**src/rtl/div_unit.sv**
```systemverilog
// rtl/div_unit.sv - radix-2 restoring 32-bit divider producing {HI=remainder, LO=quotient}
module div_unit (
  input  logic        clk,
  input  logic        rst,
  input  logic [31:0] a,
  input  logic [31:0] b,
  input  logic        signed_div,
  input  logic        start,
  input  logic        annul,
  output logic        busy,
  output logic        ready,
  output logic [63:0] result
);

  typedef enum logic [1:0] {IDLE, ZERO, ON, END} state_t;

  state_t      state, state_n;
  logic        accept;
  logic [5:0]  cnt;
  logic [64:0] work;
  logic [31:0] dvsr;
  logic        neg_q, neg_r;

  logic [31:0] mag_a, mag_b;
  logic [64:0] shifted, work_n;
  logic [32:0] trial;
  logic [31:0] quo_fix, rem_fix;

  always_ff @(posedge clk) begin
    if (!rst) state <= IDLE;
    else      state <= state_n;
  end

  always_comb begin
    state_n = state;
    busy    = 1'b0;
    ready   = 1'b0;
    accept  = 1'b0;
    case (state)
      IDLE: begin
        if (start && !annul) begin
          accept  = 1'b1;
          busy    = 1'b1;
          state_n = (b == 32'd0) ? ZERO : ON;
        end
      end
      ZERO: begin
        busy    = 1'b1;
        state_n = annul ? IDLE : END;
      end
      ON: begin
        busy = 1'b1;
        if (annul)              state_n = IDLE;
        else if (cnt == 6'd31)  state_n = END;
      end
      END: begin
        ready   = !annul;
        state_n = IDLE;
      end
      default: state_n = IDLE;
    endcase
  end

  // 0x80000000 negates to itself, which read as unsigned is the correct 2^31 magnitude
  assign mag_a = (signed_div && a[31]) ? -a : a;
  assign mag_b = (signed_div && b[31]) ? -b : b;

  always_comb begin
    shifted = work << 1;
    trial   = shifted[64:32] - {1'b0, dvsr};
    work_n  = trial[32] ? shifted : {trial, shifted[31:1], 1'b1};
    quo_fix = neg_q ? -work_n[31:0]  : work_n[31:0];
    rem_fix = neg_r ? -work_n[63:32] : work_n[63:32];
  end

  always_ff @(posedge clk) begin
    if (!rst) begin
      cnt    <= 6'd0;
      work   <= 65'd0;
      dvsr   <= 32'd0;
      neg_q  <= 1'b0;
      neg_r  <= 1'b0;
      result <= 64'h0;
    end else if (accept) begin
      cnt    <= 6'd0;
      work   <= {33'd0, mag_a};
      dvsr   <= mag_b;
      neg_q  <= signed_div && (a[31] ^ b[31]);
      neg_r  <= signed_div && a[31];
    end else if (state == ON && !annul) begin
      work <= work_n;
      cnt  <= cnt + 6'd1;
      if (cnt == 6'd31) result <= {rem_fix, quo_fix};
    end else if (state == ZERO && !annul) begin
      result <= 64'h0;
    end
  end

endmodule

```
**config.mk**
```make
export PLATFORM = sky130hd
export DESIGN_NAME = div_unit
export DESIGN_NICKNAME = d
export VERILOG_FILES = /design/src/rtl/div_unit.sv
export SDC_FILE = /design/constraint.sdc
export NUM_CORES = 1
export LEC_CHECK = 0
export BUFFER_PORTS_ARGS = -buffer_cell sky130_fd_sc_hd__buf_2
export CORE_ASPECT_RATIO = 1.75
export CORE_UTILIZATION = 60
export CTS_BUF_LIST = sky130_fd_sc_hd__clkbuf_16
export DETAILED_ROUTE_END_ITERATION = 12
export HOLD_SLACK_MARGIN = 0.15
export PLACE_DENSITY = 0.81
export SLEW_MARGIN = 20
export SYNTH_ARGS = -nofsm -noshare
export SYNTH_HDL_FRONTEND = slang
export SYNTH_SLANG_ARGS = --single-unit
export TNS_END_PERCENT = 1
```
**constraint.sdc**
```tcl
create_clock -name clk -period 5.95 [get_ports clk]
set_input_delay 0.2975 -clock clk [delete_from_list [all_inputs] [get_ports clk]]
set_output_delay 0.2975 -clock clk [all_outputs]
set_load 0.05 [all_outputs]
```
==> metrics.txt <==
Async SR Flop Fraction 0%; Setup Buffers After CTS 0; fmax 192 MHz; utilization after layout 67.8%; register area share after synthesis 28.2%; beginning of the worst hold path a[0]; Final Power 7.56 mW; Final nets 1784; layout cell share with drive strength beyond 1 12.2%; slowest stage delay, CP 0.58 ns; Synth Area in Compound Gates 25.8%; CTS Hold Buffers Added 0; mux cell area share after synthesis 2.51%; Die H 190 um; CTS Sinks 170; post-synthesis simple-gate area fraction 24.6%; Post-synth EDFFs 0; GP Congestion 0.989; largest family of logic cells by synthesized area compound AO/OA/AOI/OAI gates; Slew Limit Fails 0; Slew headroom 26.6%; cts bufs inserted 17; worst min-delay path class input port to flop; first-pass GRT wire length 59400 um; initial antenna violation count 0; outcome finished, final reports clean; ant diodes 0; vias in the first global route 11777; H-tree depth 4; Hold Vio Cnt, Final 0; WP data required 6.33 ns; max-cap viol count 0; Gate Count Post-Synth 1599; Tcrit/Tclk final 87.4%; core area 19700 um2; clock transition at the registers of the reported paths 0.07 ns; CP endpoint kind flop; DR vias 12170; Remaining DRCs 0; GRT Total Usage 37.3%; fin crit period 5.20 ns; Power Density 565 nW/um2; Antenna Nets Post-Route 0; Row Count 68; Worst Hold Depth 2; root buffer cell clkbuf_16; R2R Path Start work[31]; CP Cell Sequence inv_1, ha_1, fa_1, nand2b_1, a21oi_1, o211ai_1, a211o_1, a21oi_4, nor2_8, inv_2, nor2_1, a21oi_1, ha_1, nand4_1, o41ai_1, o211ai_1, or4_1, nand3_1; R2R setup slack 0.75 ns; Final setup viols 0; Setup WS post-layout 0.752 ns; worst r2r path cells 18; first-pass detailed-route iteration total 9; routed len/inst 19.6 um; CTS resizes 0; CP Launch Type flop; maximum vdd drop 0.426 mV; WP data arrival 5.58 ns; Post-Route Setup TNS 0 ns; hold endpoint work[0]; DR iter-0 viols 1003; dpl hpwl 28300 um; adder-cell share of the synthesized area 4.62%; Via density 6.31; Chip Width 109 um; die area 20700 um2; Fin Clk Skew 0.0106 ns; Setup CP Type flop to flop; pin count of the biggest net entering global routing 68; worst skew pair latency 0.44 ns; FF+latch count, synth 170; # port buffers 134; Main synth FF type dfxtp_1; Synth cell types 78; remaining global-route overflow 0; synth warn 0; Crit Path Max Fanout 10; post-synthesis cell area 12100 um2; CTS tree yes; Ports 135; unrepaired setup endpoints after global routing no; post-place setup slack 0.912 ns; xor-xnor portion of the synthesized cell area 9.21%; syn nets 1712; Initial Util 61.2%; clk buf depth 2; number of fill cells 1769; Avg Inst Size Synth 7.56 um2; final wirelength 37800 um; reg2reg end result[60]; Area Overhead vs Synth 10.7%; Leak 5.87 nW; Worst path slowest cell o41ai_1; Worst-Margin Slew 1.10 ns
-- cells by family (layout without fill, tap and decap cells) --
| kind of cell | count (synthesis) | in the layout |
|---|---|---|
| adders and majority gates | 44 | 44 |
| DFF | 170 | 170 |
| xor gates and xnor gates | 127 | 127 |
| muxes | 30 | 30 |
| buffers and inverters | 159 | 244 |
| AOI/OAI and AO/OA | 445 | 445 |
| and+or+nand+nor | 624 | 624 |
-- sequential cells by signal, summed over array words and instances, names as in the netlist --
| register | cells |
|---|---|
| neg_r | 1 |
| neg_q | 1 |
| state | 2 |
| dvsr | 32 |
| cnt | 6 |
| work | 64 |
| result | 64 |
-- through the flow --
stage               cell area, um2  std cells  hold slack (ns)
finish                       13400       1929            0.187
global route                 13400       1929            0.193
CTS                          13400       1929            0.173
detailed placement           12800       1897            0.436
global placement             12800       1897            0.430
floorplan                    12100       1599            0.441
-- per-layer routing --
layer / wire, um / track usage (%) / up-vias
met2: 19500 / 66.3 / 460
met5: 0 / 0 / -
met3: 1940 / 6.51 / 138
li1: - / - / 5895
met4: 2920 / 28.9 / 0
met1: 13500 / 37.7 / 5677
-- critical path, delay by kind of cell, from the launching register on --
kind / cells / cell delay (ns)
compound gates: 7 / 2.32
fa+ha+maj: 3 / 1.01
flops: 1 / 0.43
simple gates: 6 / 1.13
buf+inv: 2 / 0.26
-- synthesized netlist by cell type, types with 6 or more instances --
library cell	n	share of area, %
o41ai_1	12	0.87
or3_1	15	0.78
or2_2	8	0.41
a21o_1	14	0.87
a22oi_1	20	1.2
and3_1	11	0.57
a21oi_1	76	3.1
o2111ai_1	6	0.43
o31ai_1	30	1.9
inv_1	59	1.8
mux2i_1	28	2.3
nor3_1	36	1.5
a21boi_0	8	0.50
nand3_1	53	2.2
xor2_1	52	3.8
a31oi_1	8	0.41
o21ai_0	100	4.1
and2_1	17	0.88
clkbuf_1	81	2.5
dfxtp_1	170	28
nand2_1	249	7.7
buf_2	8	0.33
o21a_1	11	0.68
nand2b_1	14	0.72
buf_1	6	0.19
nor2_1	118	3.7
or4_1	16	0.99
a211oi_1	40	2.5
xnor2_1	75	5.4
o211a_1	52	4.3
nor4_1	19	0.98
o211ai_1	17	1.1
nand4_1	12	0.62
ha_1	43	4.5
nor2b_1	29	1.5
-- placed cells by master (no fill, tap or decap), types with 6 or more instances in the layout --
cell	n
nand4_1	12
a22oi_1	20
xnor2_1	75
buf_4	18
o31ai_1	30
inv_1	59
xor2_1	52
nand2b_1	14
o21ai_0	100
o2111ai_1	6
o41ai_1	12
or4_1	16
nor2b_1	29
a31oi_1	8
or3_1	15
a211oi_1	40
nand3_1	53
o21a_1	11
and3_1	11
clkbuf_16	17
a21oi_1	76
a21o_1	14
o211ai_1	17
nor4_1	19
or2_2	7
ha_1	43
nand2_1	249
dfxtp_1	170
and2_1	17
buf_2	134
o211a_1	52
mux2i_1	28
nor3_1	35
a21boi_0	8
nor2_1	117
-- area by class of cell --
class                   count  area [um2]  area share [%]
well taps                 245         307            2.29
inverters                  60         225            1.68
clock buffers              17         425            3.18
clock inverters            15         141            1.06
repair buffers            152         806            6.02
multi-input cells        1270        8070            60.3
flip-flops and latches    170        3400            25.4
-- how the worst max path moves through the flow --
stage | slack, ns | cells past startpoint | endpoint | from
finish | 0.75 | 18 | result[60] | work[31]
CTS | 0.87 | 18 | result[60] | work[31]
detailed placement | 0.91 | 18 | result[60] | work[31]
global placement | 1.11 | 18 | result[60] | work[31]
global route | 0.36 | 18 | result[60] | work[31]
floorplan | 1.21 | 21 | result[26] | work[31]
-- where the power goes --
| part | internal, mW | leakage (nW) | switching (mW) |
|---|---|---|---|
| Sequential | 1.28 | 1.38 | 0.172 |
| Combinational | 1.72 | 4.21 | 3.28 |
| Clock | 0.585 | 0.278 | 0.514 |
No activity file was read; power rests on OpenSTA's default activity.
